**src/rtl/sim_ctrl_monitor.sv**
```systemverilog
// sim_ctrl_monitor: MMIO-driven simulation controller with stop/trap drain,
// cycle limit and register-dump record stream.
module sim_ctrl_monitor #(
    parameter logic [31:0] STOP_ADDR      = 32'h6000_0000,
    parameter logic [31:0] TRAP_ADDR      = 32'h6000_0008,
    parameter logic [31:0] REG_DUMP_ADDR  = 32'h6000_0010,
    parameter logic [31:0] FREG_DUMP_ADDR = 32'h6000_0018,
    parameter int unsigned DRAIN_CYCLES   = 50
) (
    input  logic        clk_i,
    input  logic        rst_ni,
    input  logic        mmio_req_i,
    input  logic        mmio_we_i,
    input  logic [31:0] mmio_addr_i,
    input  logic [63:0] mmio_wdata_i,
    input  logic [31:0] simlen_i,
    input  logic        stop_on_trap_i,
    output logic        dump_valid_o,
    output logic        dump_is_fp_o,
    output logic [4:0]  dump_idx_o,
    output logic [63:0] dump_data_o,
    output logic        trap_seen_o,
    output logic [1:0]  state_o,
    output logic        done_o,
    output logic [1:0]  done_cause_o,
    output logic [31:0] cycle_cnt_o
);
    localparam logic [1:0] RUN = 2'd0, DRAIN = 2'd1, DONE = 2'd2;
    localparam logic [7:0] DRAIN_INIT = 8'(DRAIN_CYCLES);

    logic [1:0]  r_state, w_next;
    logic [7:0]  r_drain_cnt;
    logic [31:0] r_cycle_cnt;
    logic [4:0]  r_int_idx, r_fp_idx, r_dump_idx;
    logic [1:0]  r_cause;
    logic        r_done, r_trap_seen, r_dump_valid, r_dump_is_fp;
    logic [63:0] r_dump_data;
    logic        w_stop, w_trap, w_idump, w_fdump, w_go_drain, w_lim;
    logic        w_run, w_active, w_rec;

    assign w_stop     = mmio_req_i && mmio_we_i && (mmio_addr_i == STOP_ADDR);
    assign w_trap     = mmio_req_i && (mmio_addr_i == TRAP_ADDR);
    assign w_idump    = mmio_req_i && mmio_we_i && (mmio_addr_i == REG_DUMP_ADDR);
    assign w_fdump    = mmio_req_i && mmio_we_i && (mmio_addr_i == FREG_DUMP_ADDR);
    assign w_go_drain = w_stop || (w_trap && stop_on_trap_i);
    assign w_lim      = (simlen_i != 32'd0) && (r_cycle_cnt == simlen_i - 32'd1);

    always_ff @(posedge clk_i or negedge rst_ni) begin
        if (!rst_ni) r_state <= RUN;
        else         r_state <= w_next;
    end

    // The cycle limit is a hard ceiling, so it wins over a same-cycle stop.
    always_comb begin
        w_next = DONE;
        if (r_state == RUN)        w_next = w_lim ? DONE : (w_go_drain ? DRAIN : RUN);
        else if (r_state == DRAIN) w_next = (w_lim || r_drain_cnt == 8'd0) ? DONE : DRAIN;
    end

    always_comb begin
        w_run    = r_state == RUN;
        w_active = r_state != DONE;
        w_rec    = w_run && !w_go_drain && (w_idump || w_fdump);
    end

    always_ff @(posedge clk_i or negedge rst_ni) begin
        if (!rst_ni) begin
            r_drain_cnt  <= 8'd0;
            r_cycle_cnt  <= 32'd0;
            r_int_idx    <= 5'd1;
            r_fp_idx     <= 5'd0;
            r_cause      <= 2'd0;
            r_done       <= 1'b0;
            r_trap_seen  <= 1'b0;
            r_dump_valid <= 1'b0;
            r_dump_is_fp <= 1'b0;
            r_dump_idx   <= 5'd0;
            r_dump_data  <= 64'd0;
        end else begin
            if (w_run && w_go_drain && !w_lim)               r_drain_cnt <= DRAIN_INIT;
            else if (r_state == DRAIN && r_drain_cnt != 8'd0) r_drain_cnt <= r_drain_cnt - 8'd1;
            if (w_run && w_lim)           r_cause <= 2'd3;
            else if (w_run && w_go_drain) r_cause <= w_stop ? 2'd1 : 2'd2;
            if (w_active && r_cycle_cnt != 32'hFFFF_FFFF) r_cycle_cnt <= r_cycle_cnt + 32'd1;
            if (w_active && w_trap) r_trap_seen <= 1'b1;
            r_done       <= w_next == DONE;
            r_dump_valid <= w_rec;
            if (w_rec) begin
                r_dump_data  <= mmio_wdata_i;
                r_dump_is_fp <= w_fdump;
                r_dump_idx   <= w_fdump ? r_fp_idx : r_int_idx;
            end
            if (w_rec && w_idump) r_int_idx <= r_int_idx + 5'd1;
            if (w_rec && w_fdump) r_fp_idx  <= r_fp_idx + 5'd1;
        end
    end

    assign dump_valid_o = r_dump_valid;
    assign dump_is_fp_o = r_dump_is_fp;
    assign dump_idx_o   = r_dump_idx;
    assign dump_data_o  = r_dump_data;
    assign trap_seen_o  = r_trap_seen;
    assign state_o      = r_state;
    assign done_o       = r_done;
    assign done_cause_o = r_cause;
    assign cycle_cnt_o  = r_cycle_cnt;
endmodule

```
**config.mk**
```make
export PLATFORM = sky130hd
export DESIGN_NAME = sim_ctrl_monitor
export DESIGN_NICKNAME = d
export VERILOG_FILES = /design/src/rtl/sim_ctrl_monitor.sv
export SDC_FILE = /design/constraint.sdc
export NUM_CORES = 1
export LEC_CHECK = 0
export ABC_AREA = 1
export CORE_ASPECT_RATIO = 2
export CORE_MARGIN = 3
export CORE_UTILIZATION = 55
export CTS_BUF_LIST = sky130_fd_sc_hd__clkbuf_16
export DETAILED_ROUTE_END_ITERATION = 6
export DONT_BUFFER_PORTS = 1
export PLACE_DENSITY = 0.7
export SLEW_MARGIN = 20
export SYNTH_ARGS = -nofsm -noshare
export SYNTH_HDL_FRONTEND = slang
export SYNTH_SLANG_ARGS = --single-unit
```
**constraint.sdc**
```tcl
create_clock -name clk_i -period 3.2 [get_ports clk_i]
set_input_delay 0.48 -clock clk_i [delete_from_list [all_inputs] [get_ports clk_i]]
set_output_delay 0.48 -clock clk_i [all_outputs]
set_load 0.005 [all_outputs]
```
# Yosys cells after proc, flatten, opt, wreduce, memory -nomap -nowiden
# Cells that the tools add are included.
# classes
addsub,5
eq_ne,9
muxes,11
n_reduce_logical,28
# ops
cell,n
$eq 32x31->1 const B,4
$add 32x1->32 const B,1
$eq 32x32->1,1
$ne 32x32->1 const B,1
$reduce_bool 32->1,1
$sub 32x1->32 const B,1
$logic_and 1x1->1,17
$mux 8,2
$mux 2,7
$add 5x1->5 const B,2
$logic_not 8->1,1
$reduce_bool 8->1,1
$sub 8x1->8 const B,1
$mux 5,1
$reduce_bool 2->1,2
$logic_or 1x1->1,3
$eq 2x1->1 const B,1
$eq 2x2->1 const B,1
$logic_not 1->1,2
$logic_not 2->1,1
$ne 2x2->1 const B,1
$mux 1,1
# totals
regBits,127
in_bits,133
out_inout_bits,109
word_cells,65

# Depth between registers and ports, before layout
# Gate-level depths: netlist of the first run.
# logic_depth
word_depth,8
mapped_depth,17
ltp_nobuf,16

# Worst setup path after synthesis of the first run
# Ideal clock, no wire load.
# synth_timing
kind,input-to-reg
from,input simlen_i[0]
to,register r_state[0] (netlist: state_o[0])
setup_ns,0.119
arrival_time_ns,1.959
required_time_ns,3.081
slack_ns,1.121
path_stages,15
path_buffers,1
path_cell_list,inv_2 ha_1 nand2_4 nor2_8 nand2_4 nor2_1 xnor2_1 nand2_1 nor2_1 nand2_1 nor2_2 nand3_2 buf_6 nand2_1 nand2_1
# synth_between
elab_chain_len,7
elab_cells_between_ends,9
cone_classes,1 x add/sub; 1 x eq/ne; 4 x mux; 3 x reduce/logical
# synth_rtl
element,line,text
start: declaration,16,"input logic [31:0] simlen_i,"
$sub 32x1->32,46,assign w_lim = (simlen_i != 32'd0) && (r_cycle_cnt == simlen_i - 32'd1);
$eq 32x32->1,46,
$logic_and 1x1->1 (*),46,
$logic_or 1x1->1,57,else if (r_state == DRAIN) w_next = (w_lim || r_drain_cnt == 8'd0) ? DONE : DRAIN;
$mux 2 (2 in a row),57,
$mux 2 (*),56,if (r_state == RUN) w_next = w_lim ? DONE : (w_go_drain ? DRAIN : RUN);
net w_next[0],31,"logic [1:0] r_state, w_next;"
end signal: assignment,50,else r_state <= w_next;
end: declaration,31,
# The timed path passes the listed nets; every way through them passes the cells marked *.
# A chain may end at the register's enable or synchronous reset.

# Worst setup path in the final report of the first run
# layout_timing
from,register r_cycle_cnt[21] (netlist: cycle_cnt_o[21])
to,register r_cycle_cnt[4] (netlist: cycle_cnt_o[4])
# layout_between
elab_chain_len,2
# layout_rtl
element,line,text
start: declaration,33,logic [31:0] r_cycle_cnt;
start signal: assignment,84,if (w_active && r_cycle_cnt != 32'hFFFF_FFFF) r_cycle_cnt <= r_cycle_cnt + 32'd1;
$ne 32x32->1,84,
$logic_and 1x1->1,84,
# No other way between the ends.

==> flow_metrics.py, run 1 <==
metrics = {
    "placed_design": {
        "placed_cells_incl_taps": 1139,
        "placed_cell_area_mm2": 0.007577,
        "dp.final_hpwl_um": 16180,
        "gp_routability_congestion": 0.9944,
        "port_buffers": 0,
    },
    "power": {
        "maximum_vdd_ir_drop_mv": 0.4855,
        "cellPowerDensity_mw_per_mm2": 449.3,
        "power.static_leakage_nw": 4.181,
    },
    "global_routing": {
        "globalRouteOverflowTotal": 0,
        "track_usage_pct": 29.43,
        "grt_start_max_net_pins": 128,
        "antenna_found_initial": 0,
        "grt_first_pass_wirelength_um": 33360,
        "grt_pass1_vias": 6747,
    },
    "final_layout": {
        "final_common_cell": "nand2_1",
        "antenna_cells_inserted": 0,
        "drive_gt1_share_pct": 8.243,
        "layout.cell_area.non_filler_mm2": 0.008175,
        "syn_to_final_growth_pct": 9.871,
        "final_cell_mix": "nand2_1 (374), dfrtp_1 (126), inv_1 (98)",
        "final_cells": 1171,
        "net_total_in_the_final_layout": 1145,
    },
    "logic_synthesis": {
        "synth_seq_cells": 127,
        "synth-async-reset-ratio_pct": 100.0,
        "yosysWarningCount": 0,
        "syn-num-nets": 1138,
        "seq_area_frac_synth_pct": 42.73,
        "synth-simple-area-share_pct": 36.64,
        "synth-main-ff-cell": "dfrtp_1",
        "post_synth_num_cell_types": 41,
        "synth_top_family_by_area": "simple AND/OR/NAND/NOR gates",
        "post_synth_xor_area_fraction_pct": 8.811,
        "synth_edf_count": 0,
        "synth_compound_gate_area_share_pct": 3.649,
        "synth.mux.area_fraction_pct": 0.1513,
        "synthesis.area_per_instance_um2": 7.448,
        "synth-adder-area-share_pct": 1.009,
        "count_of_mapped_cells_out_of_synthesis": 999,
        "synth.cell_area_mm2": 0.007441,
    },
    "die": {
        "design.core.area_mm2": 0.01314,
        "floorplan.die_area_mm2": 0.01504,
        "rows": 59,
        "effective_utilization_at_floorplan_pct": 56.63,
        "floorplan.die.height_um": 170.5,
        "width_of_the_die_um": 88.25,
        "ios": 242,
    },
    "route": {
        "drt_iter0_markers": 249,
        "detail-route-antenna-nets": 0,
        "drt-vias-per-instance": 5.528,
        "finalWirelength_um": 21480,
        "routed_length_per_placed_instance_um": 18.34,
        "drt_pre_antenna_iters": 5,
        "drc": 0,
        "detailroute.via_count": 6473,
    },
    "min_path": {
        "min_path_type": "input pin to async pin",
    },
    "sta": {
        "timing.clock.skew_ns": 0.02543,
        "max_slew.worst_pin.slew_ns": 0.7542,
        "setup_repair_after_global_routing_missed_its_margin": "false",
        "setup_viol": 0,
        "post-route-min-period_ns": 2.398,
        "post-route-period-util_pct": 74.93,
        "fin_tns_setup_ns": 0,
        "worst_slew_margin_rel_pct": 49.53,
        "fin_worst_hold_slack_ns": -0.2372,
        "fmaxAchievable_mhz": 417.1,
        "timing_max_transition_violations_final": 0,
        "hold_viol_final": 126,
    },
    "job": {
        "drv_cap": 0,
    },
    "worst_setup_path": {
        "cp_data_arrival_time_ns": 2.68,
        "critical_path_required_ns": 3.48,
        "path_max_fanout": 18,
        "critical_path_class": "register to register",
        "critPathLaunchType": "register",
        "path_cells": "clkinv_1, nor4_1, nand2_1, nor2_1, a21oi_2, buf_4, inv_1, nor3_1, xor2_1",
        "critical_path_capture_point_type": "register",
        "worst-r2r-cell-count": 9,
        "cp_slowest_cell": "nor4_1",
        "slowest_delay_ns": 0.50,
    },
    "clock_network": {
        "clk_pin_slew_worst_paths_ns": 0.07,
        "tritoncts": "built",
        "clock_sink_count": 127,
        "clk_path_buf_depth": 2,
        "clock_buffers_created_by_tritoncts": 17,
        "cts_htree_levels": 4,
        "clk_latency_ns": 0.42,
        "cts.root.buffer_cell": "clkbuf_16",
    },
    "status": {
        "status": "complete, but fails checks",
        "violations": "hold timing",
    },
}
[worst paths after layout]
path | to | start | slack (ns)
min in group clk_i | dump_data_o[43]$_DFFE_PN0P_ | mmio_wdata_i[43] | 0.17
setup / recovery | cycle_cnt_o[4]$_DFFE_PN0P_ | cycle_cnt_o[21]$_DFFE_PN0P_ | 0.80
max in group asynchronous | r_int_idx[0]$_DFFE_PN1P_ | rst_ni | 3.17
hold reg to reg | r_int_idx[4]$_DFFE_PN0P_ | r_int_idx[4]$_DFFE_PN0P_ | 0.46
setup reg to reg | cycle_cnt_o[4]$_DFFE_PN0P_ | cycle_cnt_o[21]$_DFFE_PN0P_ | 0.80
hold / removal | dump_data_o[33]$_DFFE_PN0P_ | rst_ni | -0.24
[state kept, by name, indices dropped and copies added (netlist names)]
register / cells
cycle_cnt_o: 32
trap_seen_o: 1
done_o: 1
dump_data_o: 64
dump_valid_o: 1
r_drain_cnt: 8
r_int_idx: 5
state_o: 2
dump_idx_o: 5
done_cause_o: 2
dump_is_fp_o: 1
r_fp_idx: 5
[area by class of cell]
cell class	count	area, µm²
fillers	1212	4965
multi-input cells	748	3740
well taps	152	190.2
flip-flops and latches	127	3179
inverters	106	397.9
clock buffers	17	425.4
repair buffers	6	70.07
clock inverters	15	172.7
[per-layer routing]
metal | up-vias | part of all wire [%] | GRT usage [%]
met4 | 0 | 8.0 | 21.64
met2 | 243 | 54 | 51.16
met5 | - | 0 | 0
li1 | 3148 | - | -
met3 | 81 | 7.1 | 9.205
met1 | 3001 | 31 | 28.03
[synthesized netlist by cell type (4+ instances only)]
library cell / n / share of area, %
a21oi_1: 7 / 0.47
nand2_2: 4 / 0.34
nand2_4: 6 / 0.91
dfrtp_1: 126 / 42
nor4_1: 16 / 1.3
inv_2: 7 / 0.35
nor3_1: 29 / 2.0
nor2_1: 95 / 4.8
o21ai_0: 27 / 1.8
xor2_1: 55 / 6.5
nand4_1: 25 / 2.1
nand3_1: 42 / 2.8
ha_1: 6 / 1.0
nand2_1: 374 / 19
o21ai_1: 5 / 0.34
buf_6: 6 / 0.91
buf_2: 9 / 0.61
xnor2_1: 14 / 1.6
nor2_2: 12 / 1.0
inv_1: 97 / 4.9
[through the flow]
stage	worst slack (ns)	total power [mW]	utilization (%)
detailed placement	0.6208	1.751	57.67
floorplan	1.121	1.730	-
global route	0.4912	3.788	62.22
CTS	0.8054	3.706	62.22
global placement	0.6280	1.749	57.67
finish	0.8023	3.674	62.22
[timing repair]
action / in CTS / in global routing
resized for setup: 0 / 0
endpoints found under the hold margin: 127 / 127
setup buffers: 0 / 0
[where the power goes]
part,switching [mW],internal (mW),total [mW]
clock,0.727,1.22,1.95
sequential,0.000000101,1.61,1.61
combinational,0.0740,0.0454,0.119
[kinds of logic (layout without fill, tap and decap cells)]
kind of cell,Yosys count,count (layout)
multiplexers,1,1
adder cells (fa/ha/maj),6,6
buffers and inverters,124,144
XOR/XNOR,71,71
AO/OA/AOI/OAI,48,48
AND/OR/NAND/NOR,622,622
flip-flops,127,127
[critical path, delay by kind of cell (launching register included)]
kind	cells	cell delay [ns]
AOI/OAI and AO/OA	1	0.17
xor gates and xnor gates	1	0.15
buffers and inverters	3	0.67
DFF	1	0.37
and+or+nand+nor	4	0.91
No activity file was read; power rests on OpenSTA's default activity.
==> inputs of run 2 (changes only) <==
==> constraint.sdc (replaced) <==
create_clock -name clk_i -period 2.3 [get_ports clk_i]
set_input_delay 0.345 -clock clk_i [delete_from_list [all_inputs] [get_ports clk_i]]
set_output_delay 0.345 -clock clk_i [all_outputs]
set_load 0.005 [all_outputs]
==> flow_metrics.py, run 2 (synthesized netlist as in run 1, its figures left out) <==
metrics = {
    "sta": {
        "setup_viol": 0,
        "fmaxAchievable_mhz": 440.9,
        "fin_worst_hold_slack_ns": -0.3756,
        "worst_slew_margin_rel_pct": 63.86,
        "fin_ws_ns": 0.03172,
        "fin_tns_setup_ns": 0,
        "timing_max_transition_violations_final": 0,
        "post-route-min-period_ns": 2.268,
        "timing.clock.skew_ns": 0.008125,
        "max_slew.worst_pin.slew_ns": 0.5402,
        "post-route-period-util_pct": 98.62,
        "hold_viol_final": 127,
    },
    "global_routing": {
        "grt_first_pass_wirelength_um": 33240,
        "antenna_found_initial": 0,
        "grt_pass1_vias": 6692,
        "grt_start_max_net_pins": 128,
        "globalRouteOverflowTotal": 0,
        "track_usage_pct": 29.32,
    },
    "route": {
        "detail-route-antenna-nets": 0,
        "drt_iter0_markers": 302,
        "routed_length_per_placed_instance_um": 17.85,
        "drc": 0,
        "detailroute.via_count": 6606,
        "highest_layer": "met4",
        "met2WireLength_um": 11750,
        "drt-vias-per-instance": 5.473,
        "drt_pre_antenna_iters": 6,
        "finalWirelength_um": 21540,
        "dr_wl_met3_um": 1391,
        "routedLengthMet1_um": 6828,
    },
    "die": {
        "rows": 59,
        "ios": 242,
        "effective_utilization_at_floorplan_pct": 56.63,
        "design.core.area_mm2": 0.01314,
        "floorplan.die.height_um": 170.5,
        "floorplan.die_area_mm2": 0.01504,
        "width_of_the_die_um": 88.25,
    },
    "final_layout": {
        "utilization_pct": 64.66,
        "drive_gt1_share_pct": 11.94,
        "antenna_cells_inserted": 0,
        "final_cell_mix": "nand2_1 (374), dfrtp_1 (125), inv_1 (97)",
        "final_cells": 1207,
        "net_total_in_the_final_layout": 1181,
        "seqCellArea_mm2": 0.003181,
        "final_common_cell": "nand2_1",
        "syn_to_final_growth_pct": 14.19,
        "layout.cell_area.non_filler_mm2": 0.008497,
        "area_used_by_multi_input_combinational_logic_mm2": 0.003789,
        "largest_register_ff_count": 64,
        "fillerInstances": 1198,
    },
    "worst_setup_path": {
        "path_max_fanout": 4,
        "r2r_setup_slack_ns": 0.03,
        "cp_data_arrival_time_ns": 2.57,
        "critPathLaunchType": "register",
        "critical_path_capture_point_type": "register",
        "critical_path_required_ns": 2.60,
        "critical_path_class": "register to register",
    },
    "job": {
        "drv_cap": 0,
    },
    "placed_design": {
        "port_buffers": 0,
        "post-place-ws_ns": -0.03838,
        "gp_routability_congestion": 0.9841,
        "dp.final_hpwl_um": 16570,
        "placed_cell_area_mm2": 0.007820,
        "placed_cells_incl_taps": 1173,
    },
    "power": {
        "cellPowerDensity_mw_per_mm2": 608.1,
        "maximum_vdd_ir_drop_mv": 0.5959,
        "overall_power_mw": 5.167,
        "power.static_leakage_nw": 4.384,
    },
    "clock_network": {
        "clk_path_buf_depth": 2,
        "clk_latency_ns": 0.41,
        "clock_buffers_created_by_tritoncts": 17,
        "tritoncts": "built",
        "clk_pin_slew_worst_paths_ns": 0.06,
        "cts.root.buffer_cell": "clkbuf_16",
        "clock_sink_count": 127,
        "cts_htree_levels": 4,
    },
    "status": {
        "violations": "hold timing",
        "status": "complete, but fails checks",
    },
    "min_path": {
        "min_path_type": "input pin to async pin",
    },
}
-- run 2: cell types whose count changed in the layout (fill, tap and decap cells not counted), moves of 2 or more --
cell | previous run | this run
inv_6 | 1 | 4
clkinv_2 | 3 | 0
buf_4 | 4 | 41
clkinvlp_4 | 5 | 3
clkinv_4 | 2 | 4
-- run 2: area by class of cell --
class / count / area share, %
Clock inverter: 15 / 2.194
Inverter: 106 / 4.683
Tap cell: 152 / 2.238
Multi-Input combinational cell: 748 / 44.59
Timing Repair Buffer: 42 / 3.858
Clock buffer: 17 / 5.007
Sequential cell: 127 / 37.43
-- run 2: metal layers --
metal	track usage [%]	up-vias
met5	0	-
met4	19.93	0
met3	7.518	83
met2	52.30	282
met1	28.50	3021
li1	-	3220
-- run 2: what timing repair did --
item	CTS	global route
endpoints found under the hold margin	127	127
setup buffers	0	2
gates resized for setup	0	10
setup endpoints to repair	0	25
-- run 2: path summary, 6_finish.rpt --
check / start / endpoint / depth (start not counted)
worst max-delay path: cycle_cnt_o[1]$_DFFE_PN0P_ / cycle_cnt_o[28]$_DFFE_PN0P_ / 8
worst min-delay path: rst_ni / cycle_cnt_o[30]$_DFFE_PN0P_ / 0
worst max register to register: cycle_cnt_o[1]$_DFFE_PN0P_ / cycle_cnt_o[28]$_DFFE_PN0P_ / 8
worst min register to register: r_int_idx[4]$_DFFE_PN0P_ / r_int_idx[4]$_DFFE_PN0P_ / 1
max in group asynchronous: rst_ni / r_int_idx[0]$_DFFE_PN1P_ / 0
min in group clk_i: mmio_wdata_i[14] / dump_data_o[14]$_DFFE_PN0P_ / 2
-- run 2: report_power, final --
part	internal (mW)	total, mW	switching (mW)	leakage, nW
Combinational	0.0665	0.170	0.104	2.39
Sequential	2.23	2.23	0.000000163	1.70
Clock	1.72	2.76	1.04	0.292
-- run 2: worst max-delay path: stages (launching register included) --
cell and delay (ns):
dfrtp_1 0.44, ha_4 0.18, nand2_1 0.12, nor3_4 0.20, nand4_1 0.23, nor4_2 0.38, nand4_1 0.23, nand2b_1 0.22
xor2_1 0.15
